[config.mk]
export PLATFORM = sky130hd
export DESIGN_NAME = guard_issue_ctrl
export DESIGN_NICKNAME = d
export VERILOG_FILES = /design/src/rtl/guard_issue_ctrl_pkg.sv /design/src/rtl/guard_issue_ctrl_op_fifo.sv /design/src/rtl/guard_issue_ctrl.sv
export SDC_FILE = /design/constraint.sdc
export NUM_CORES = 1
export LEC_CHECK = 0
export CORE_ASPECT_RATIO = 0.6
export CORE_MARGIN = 2
export CORE_UTILIZATION = 53
export CTS_CLUSTER_SIZE = 16
export DETAILED_ROUTE_END_ITERATION = 16
export PLACE_DENSITY_LB_ADDON = 0.05
export SLEW_MARGIN = 20
export SYNTH_ARGS = -nofsm -noshare
export SYNTH_HDL_FRONTEND = slang
export SYNTH_HIERARCHICAL = 1
export SYNTH_SLANG_ARGS = --single-unit
[constraint.sdc]
create_clock -name clk -period 3.99 [get_ports clk]
set_input_delay 0.798 -clock clk [delete_from_list [all_inputs] [get_ports clk]]
set_output_delay 0.798 -clock clk [all_outputs]
set_load 0.01 [all_outputs]
[src/rtl/guard_issue_ctrl_pkg.sv]
// Shared types and defaults for the guarded-adder issue stage.
package guard_issue_ctrl_pkg;

  localparam int DEF_WIDTH = 32;
  localparam int DEF_DEPTH = 4;
  localparam int DEF_PTR_W = 2;

  typedef enum logic [1:0] {
    ST_IDLE  = 2'd0,
    ST_ISSUE = 2'd1,
    ST_HOLD  = 2'd2
  } state_t;

endpackage

[src/rtl/guard_issue_ctrl_op_fifo.sv]
// Operand-pair FIFO: synchronous, no bypass, head visible one cycle after push.
module guard_issue_ctrl_op_fifo #(
  parameter int DW    = 64,
  parameter int DEPTH = 4,
  parameter int PTR_W = 2
) (
  input  logic             clk,
  input  logic             rst,
  input  logic             push,
  input  logic [DW-1:0]    wdata,
  input  logic             pop,
  output logic [DW-1:0]    rdata,
  output logic             full,
  output logic             empty,
  output logic [PTR_W:0]   count
);

  logic [DW-1:0]    mem [DEPTH];
  logic [PTR_W-1:0] wr_ptr;
  logic [PTR_W-1:0] rd_ptr;
  logic             do_push;
  logic             do_pop;

  assign do_push = push && !full;
  assign do_pop  = pop && !empty;
  assign full    = (count == (PTR_W+1)'(DEPTH));
  assign empty   = (count == '0);
  assign rdata   = mem[rd_ptr];

  // Pointers wrap naturally at PTR_W bits since DEPTH is a power of two.
  always_ff @(posedge clk or posedge rst) begin
    if (rst) begin
      wr_ptr <= '0;
      rd_ptr <= '0;
      count  <= '0;
    end else begin
      if (do_push) wr_ptr <= wr_ptr + 1'b1;
      if (do_pop)  rd_ptr <= rd_ptr + 1'b1;
      case ({do_push, do_pop})
        2'b10:   count <= count + 1'b1;
        2'b01:   count <= count - 1'b1;
        default: count <= count;
      endcase
    end
  end

  always_ff @(posedge clk) begin
    if (do_push) mem[wr_ptr] <= wdata;
  end

endmodule

[src/rtl/guard_issue_ctrl.sv]
// Issue stage for the operand-isolated adder: buffers pairs, drives operands/guard, registers sum.
//   state | meaning
//   IDLE  | no add in flight; operands frozen, guard low
//   ISSUE | operands valid at adder, guard high, sum captured if result slot free
//   HOLD  | result slot full; operands retained, guard low until consumer drains
module guard_issue_ctrl
  import guard_issue_ctrl_pkg::*;
#(
  parameter int WIDTH = DEF_WIDTH,
  parameter int DEPTH = DEF_DEPTH,
  parameter int PTR_W = DEF_PTR_W
) (
  input  logic             clk,
  input  logic             rst,
  input  logic             in_valid,
  output logic             in_ready,
  input  logic [WIDTH-1:0] in_a,
  input  logic [WIDTH-1:0] in_b,
  output logic [WIDTH-1:0] eval_a,
  output logic [WIDTH-1:0] eval_b,
  output logic             eval_sel,
  output logic [WIDTH-1:0] eval_in,
  input  logic [WIDTH-1:0] eval_y,
  output logic             res_valid,
  input  logic             res_ready,
  output logic [WIDTH-1:0] res_data,
  output logic [PTR_W:0]   fifo_cnt
);

  state_t             state;
  logic               full;
  logic               empty;
  logic               pop;
  logic               slot_free;
  logic [2*WIDTH-1:0] head;

  assign in_ready  = !full;
  assign slot_free = !res_valid || res_ready;
  assign eval_sel  = (state == ST_ISSUE);
  assign eval_in   = res_data;
  assign pop       = !empty && ((state == ST_IDLE) || ((state == ST_ISSUE) && slot_free));

  guard_issue_ctrl_op_fifo #(
    .DW    (2*WIDTH),
    .DEPTH (DEPTH),
    .PTR_W (PTR_W)
  ) u_fifo (
    .clk   (clk),
    .rst   (rst),
    .push  (in_valid),
    .wdata ({in_a, in_b}),
    .pop   (pop),
    .rdata (head),
    .full  (full),
    .empty (empty),
    .count (fifo_cnt)
  );

  always_ff @(posedge clk or posedge rst) begin
    if (rst) begin
      state     <= ST_IDLE;
      eval_a    <= '0;
      eval_b    <= '0;
      res_valid <= 1'b0;
      res_data  <= '0;
    end else begin
      // A capture below overrides this clear when both happen together.
      if (res_valid && res_ready) res_valid <= 1'b0;
      if (pop) begin
        eval_a <= head[2*WIDTH-1:WIDTH];
        eval_b <= head[WIDTH-1:0];
      end
      case (state)
        ST_IDLE: begin
          if (!empty) state <= ST_ISSUE;
        end
        ST_ISSUE: begin
          if (slot_free) begin
            res_data  <= eval_y;
            res_valid <= 1'b1;
            state     <= empty ? ST_IDLE : ST_ISSUE;
          end else begin
            state <= ST_HOLD;
          end
        end
        ST_HOLD: begin
          if (slot_free) state <= ST_ISSUE;
        end
        default: state <= ST_IDLE;
      endcase
    end
  end

endmodule

==> summary.md, run 1 <==
| Metric | Value |
|---|---|
| Routed Antenna Nets | 0 |
| Outcome | completed |
| Share of flip-flops with an asynchronous set or reset | 29.3% |
| Slowest CP cell | clkdlybuf4s50_1 |
| Synthesized area | 13600 µm² |
| Longest Clk Path Bufs | 3 |
| Clock Skew | 0.0197 ns |
| Total negative slack | 0 ns |
| Max Cap Viol | 0 |
| First-pass GRT wire length | 41200 µm |
| Worst EP required | 3.19 ns |
| Port buffer count | 233 |
| Vias in the first global route | 7147 |
| Worst Path Max Fanout | 6 |
| Startpoint Class | flop |
| Drt first pass iters | 4 |
| Synth Flop Type | edfxtp_1 |
| Clk slew on worst S/H paths | 0.06 ns |
| Hold Crit Depth | 1 |
| Yosys reg bits | 362 |
| Worst slew margin | 30.9% |
| Synth Area per Inst | 21.9 µm² |
| CP endpoint kind | output pin |
| Biggest cell delay along the critical path | 0.49 ns |
| Post-synth top area share | 56.4% |
| Peak supply drop | 0.568 mV |
| Final hold viol count | 0 |
| Ys Warns | 6 |
| P_leak | 6.04 nW |
| Post-CTS Setup Bufs | 0 |
| Hold wc startpoint | eval_b[28] |
| Multi-input logic area | 2830 µm² |
| Crit path cell chain | nor3b_2, inv_1, clkdlybuf4s50_1 |
| Register area share after synthesis | 75.9% |
| Synth Net Count | 727 |
| Die W | 211 µm |
| H-tree depth | 2 |
| RSZ-0062 raised after global routing | no |
| Largest net degree at the start of global routing | 66 |
| Number of flops mapped to enable cells by yosys | 256 |
| Vias per inst | 5.45 |
| Placed inst area | 16100 µm² |
| Antenna diode instance count | 0 |
| Top Ports | 234 |
| Initial antenna violation count | 0 |
| Fin Hold WS | 0.481 ns |
| Layout cells sized above 1 | 21.5% |
| Initial drt markers | 411 |
| TritonCTS Sinks | 362 |
| Setup Viol. Count Final | 0 |
| FF-to-FF path depth | 3 |
| Non-Filler Instances | 1195 |
| Cts repair resizes | 0 |
| Die ar. | 27000 µm² |
| Worst-skew pair later-pin latency | 0.52 ns |
| Slew Viols, Final | 0 |
| Peak Freq | 388 MHz |
| Hold path endpoint | eval_b[28] |
| Area contributors post-synth | edfxtp_1 56%, dfrtp_1 19%, mux4_2 11% |
| CTS tree | built |
| Area leader, netlist | edfxtp_1 |
| # DRC | 0 |
| Critical path type | flop to output pin |
| Final Cycle Share | 64.5% |
| Worst EP arrival | 1.78 ns |
| RePlAce Congestion | 0.712 |
| Register area | 10300 µm² |
| Starting Density | 53.9% |
| DR WL/cell | 22.3 µm |
| Area grow syn2layout | 26.1% |
| Worst-margin pin slew | 1.04 ns |
| Cell Pwr Density | 808 nW/µm² |
| Fillers | 1615 |
| Minimum clock period | 2.57 ns |
| CTS Hold Buffers Added | 0 |
| GRT Overall Usage | 20.4% |
| Overflow after GRT | 0 |
| Min-delay worst type | flop to flop |
| Hpwl dp | 16100 µm |
| Inserted Clock Buffers | 34 |
| Syn Inst Count | 621 |
| Final layout net count | 948 |
| Post-route design area | 17200 µm² |
| Core ar. | 25300 µm² |
| Routed wire length | 26600 µm |
| Row count | 45 |
| Die height | 128 µm |
| Root Buffer | clkbuf_16 |
| Worst R2R Setup Slack | 1.64 ns |
| R2R Path End | eval_b[13] |
| DR vias | 6509 |
| Placed Cells | 1135 |
| Yosys cell types | 28 |
| Crit Reg-Reg Startpoint | u_fifo/rd_ptr[0] |
[critical path: cells and delay by family (launching register included)]
kind | cells | cell delay (ns)
buffers and inverters | 2 | 0.55
flip-flops | 1 | 0.45
AND/OR/NAND/NOR | 1 | 0.27
[report_power, final]
group          switching [W]  leakage (nW)  internal, W  total (W)
logic                0.00194          1.94      0.00282    0.00476
clock network        0.00132         0.521      0.00182    0.00315
registers           0.000747          3.58      0.00521    0.00596
[metrics by stage]
stage                     utilization (%)  power, W  setup WS [ns]
after floorplan                         -   0.00885          0.602
after global placement               63.7    0.0107          0.961
after detailed placement             63.7    0.0109          0.924
after CTS                            67.9    0.0141           1.39
after global routing                 67.9    0.0146           1.30
final                                67.9    0.0139           1.42
[registers in the layout, summed over array words and instances, names as in the netlist]
signal / flops
eval_in: 32
u_fifo/rd_ptr: 2
u_fifo/wr_ptr: 2
res_valid: 1
state: 2
eval_b: 32
eval_a: 32
u_fifo/count: 3
u_fifo/mem: 256
[cell type report]
cell class | instances | area share [%]
sequential | 362 | 60.2
multi-input combinational | 193 | 16.5
timing repair buffer | 241 | 14.4
clock buffer | 50 | 5.66
tap | 329 | 2.40
clock inverter | 10 | 0.619
inverter | 10 | 0.233
[logic make-up after synthesis]
family                   count (synthesis)  synth area share (%)
flip-flops                             362                  75.9
multiplexers                           162                  18.7
buffers and inverters                   66                  3.44
AND/OR/NAND/NOR                         15                 0.744
XOR/XNOR                                 6                 0.386
adder cells (fa/ha/maj)                  6                 0.606
AO/OA/AOI/OAI                            4                 0.248
[routing by layer]
metal  vias up  share of wire, %  GRT usage (%)  wire length [µm]
met4         0               2.1           6.26               546
met3        45               4.5           4.07              1210
met1      3441                44           28.4             11700
li1       2854                 -              -                 -
met2       169                49           33.4             13100
met5         -                 0              0                 0
[Yosys cell counts (all sizes together) (3+ instances only)]
cell / number
edfxtp: 256
dfrtp: 106
mux2: 97
mux4: 64
buf: 55
inv: 10
ha: 5
and2: 4
nand2b: 3
xnor2: 3
xor2: 3
[worst max-delay path by stage]
stage | start | end
global route | res_ready | u_fifo/count[2]
detailed placement | res_ready | eval_a[19]
CTS | u_fifo/count[0] | in_ready
finish | u_fifo/count[0] | in_ready
floorplan | rst | eval_a[0]
global placement | res_ready | eval_a[17]
[layout by cell type, fill, tap and decap left out, types with 3 or more instances in the layout]
| master | n |
|---|---|
| clkbuf_1 | 11 |
| xnor2_1 | 3 |
| buf_12 | 6 |
| xor2_1 | 3 |
| clkdlybuf4s50_1 | 233 |
| dfrtp_1 | 104 |
| ha_1 | 5 |
| clkinv_2 | 3 |
| inv_1 | 9 |
| and2_4 | 4 |
| edfxtp_1 | 256 |
| clkbuf_16 | 35 |
| nand2b_1 | 3 |
| mux4_2 | 64 |
| mux2_2 | 55 |
| clkbuf_8 | 4 |
| mux2_1 | 42 |
Note: power is estimated with default switching activity, not from simulation.
==> run 2, diff against run 1 <==
clock period = 2.5 ns   (was 3.99 ns; I/O delays follow)
==> run 2 against run 1 <==
  * Via count rose by 2.1%
  * Largest cell class unchanged
  * Register-to-register slack got worse by 1.3 ns
  * Final area rose by 2.1%
  * Core utilization rose by 1.5 points
  * Critical path type unchanged
==> summary.md, run 2 (synthesis results as in run 1) <==
| Metric | Value |
|---|---|
| Outcome | completed |
| Die W | 211 µm |
| RSZ-0062 raised after global routing | no |
| Routed wire length | 27200 µm |
| Vias per inst | 5.42 |
| Total negative slack | 0 ns |
| Initial antenna violation count | 2 |
| Final hold viol count | 0 |
| Core ar. | 25300 µm² |
| Hpwl dp | 17400 µm |
| Cell Pwr Density | 1300 nW/µm² |
| Slowest CP cell | clkdlybuf4s50_1 |
| Max Cap Viol | 0 |
| Top sig layer | met5 |
| Met3 Wirelength | 1330 µm |
| Worst EP arrival | 1.81 ns |
| Starting Density | 53.9% |
| Peak supply drop | 0.670 mV |
| Most common cell after layout, fill and taps aside | edfxtp_1 |
| CTS tree | built |
| Met2 wire length | 13300 µm |
| Biggest cell delay along the critical path | 0.49 ns |
| CP endpoint kind | output pin |
| CP top delay family | buffers and inverters |
| Clock Skew | 0.00844 ns |
| GRT Overall Usage | 21.0% |
| Setup Viol. Count Final | 0 |
| Crit path cell chain | nor3b_2, inv_1, clkdlybuf4s50_1 |
| Total chip power | 0.0228 W |
| Top Ports | 234 |
| Number of flip-flops in the largest register | 256 |
| Overflow after GRT | 0 |
| Post-CTS Setup Bufs | 0 |
| Worst-margin pin slew | 0.604 ns |
| Final Cycle Share | 92.4% |
| Die ar. | 27000 µm² |
| Drt first pass iters | 4 |
| Worst slew margin | 59.8% |
| P_leak | 6.23 nW |
| First-pass GRT wire length | 42200 µm |
| Worst EP required | 2.00 ns |
| DR vias | 6643 |
| Area grow syn2layout | 28.8% |
| Port buffer count | 233 |
| Vias in the first global route | 7225 |
| DR WL/cell | 22.2 µm |
| Worst R2R Setup Slack | 0.35 ns |
| Crit path launch | u_fifo/count[0] |
| Die height | 128 µm |
| TritonCTS Sinks | 362 |
| Min-delay worst type | input pin to async pin |
| Root Buffer | clkbuf_16 |
| Row count | 45 |
| Final layout net count | 976 |
| Worst-skew pair later-pin latency | 0.51 ns |
| R2R Path End | u_fifo/count[2] |
| FF-to-FF path depth | 9 |
| Worst Path Max Fanout | 6 |
| Inserted Clock Buffers | 35 |
| # DRC | 0 |
| Biggest register | u_fifo/mem |
| Clk slew on worst S/H paths | 0.06 ns |
| Layout cells sized above 1 | 23.9% |
| Largest net degree at the start of global routing | 100 |
| Minimum clock period | 2.31 ns |
| Buf+Inv Stages, Crit Path | 2 |
| Startpoint Class | flop |
| Cts repair resizes | 0 |
| Crit Reg-Reg Startpoint | u_fifo/count[0] |
| Critical path type | flop to output pin |
| H-tree depth | 2 |
| Routed Antenna Nets | 0 |
| CTS Hold Buffers Added | 0 |
| RePlAce Congestion | 0.743 |
| Peak Freq | 433 MHz |
| Initial drt markers | 357 |
| Longest Clk Path Bufs | 3 |
| Slew Viols, Final | 0 |
| Commonest cells after routing, fill and taps aside | 256 x edfxtp_1, 233 x clkdlybuf4s50_1, 104 x dfrtp_1 |
| WL met1 | 12100 µm |
run 2: cell count changes in the layout (fill, tap and decap cells not counted), sizes merged:
cell,change
diode,+1
clkbuf,+1
clkinvlp,+2
clkinv,+1
buf,+27
inv,-2
bufinv,+1
run 2: worst max path at each step:
stage	to	slack [ns]	cells past startpoint
2_1_floorplan	u_fifo/count[2]	0.21	10
3_5_place_dp	u_fifo/count[2]	-0.17	10
5_1_grt	in_ready	0.13	3
6_report	in_ready	0.19	3
4_1_cts	in_ready	0.16	3
3_3_place_gp	u_fifo/count[2]	-0.13	10
run 2: area by class of cell:
| cell class | instances | area (µm²) |
|---|---|---|
| fillers | 1620 | 7740 |
| clock inverters | 12 | 135 |
| repair buffers | 268 | 2750 |
| flip-flops and latches | 362 | 10300 |
| well taps | 329 | 412 |
| inverters | 10 | 41.3 |
| clock buffers | 51 | 1030 |
| multi-input cells | 193 | 2830 |
| diodes | 1 | 2.50 |
run 2: per-stage QoR:
| stage | cell area, µm² | hold slack (ns) | worst slack (ns) | instances | utilization [%] |
|---|---|---|---|---|---|
| after floorplan | 13600 | 0.303 | 0.213 | 621 | - |
| after global placement | 16400 | 0.467 | -0.126 | 1162 | 64.8 |
| after detailed placement | 16400 | 0.475 | -0.168 | 1162 | 64.8 |
| after CTS | 17500 | 0.304 | 0.158 | 1225 | 69.4 |
| after global routing | 17500 | 0.345 | 0.130 | 1225 | 69.4 |
| final | 17500 | 0.324 | 0.191 | 1226 | 69.4 |
run 2: where the power goes:
group	switching (W)	internal [W]	leakage, nW
Clock	0.00211	0.00317	0.555
Combinational	0.00347	0.00477	2.10
Sequential	0.000925	0.00832	3.58
Total	0.00651	0.0163	6.23
run 2: layer usage:
metal  vias up  GRT usage (%)
li1       2916              -
met4         2           5.59
met3        38           4.53
met1      3543           29.8
met5         -              0
met2       144           33.8
run 2: worst register-to-register path, stage by stage, from the launching register on:
cell      delay (ns)
dfrtp_1         0.46
nor3_1          0.13
a211oi_4        0.24
o31a_1          0.20
ha_1            0.18
inv_1           0.06
fa_1            0.38
xor2_1          0.15
nor2_1          0.11
xor2_1          0.15
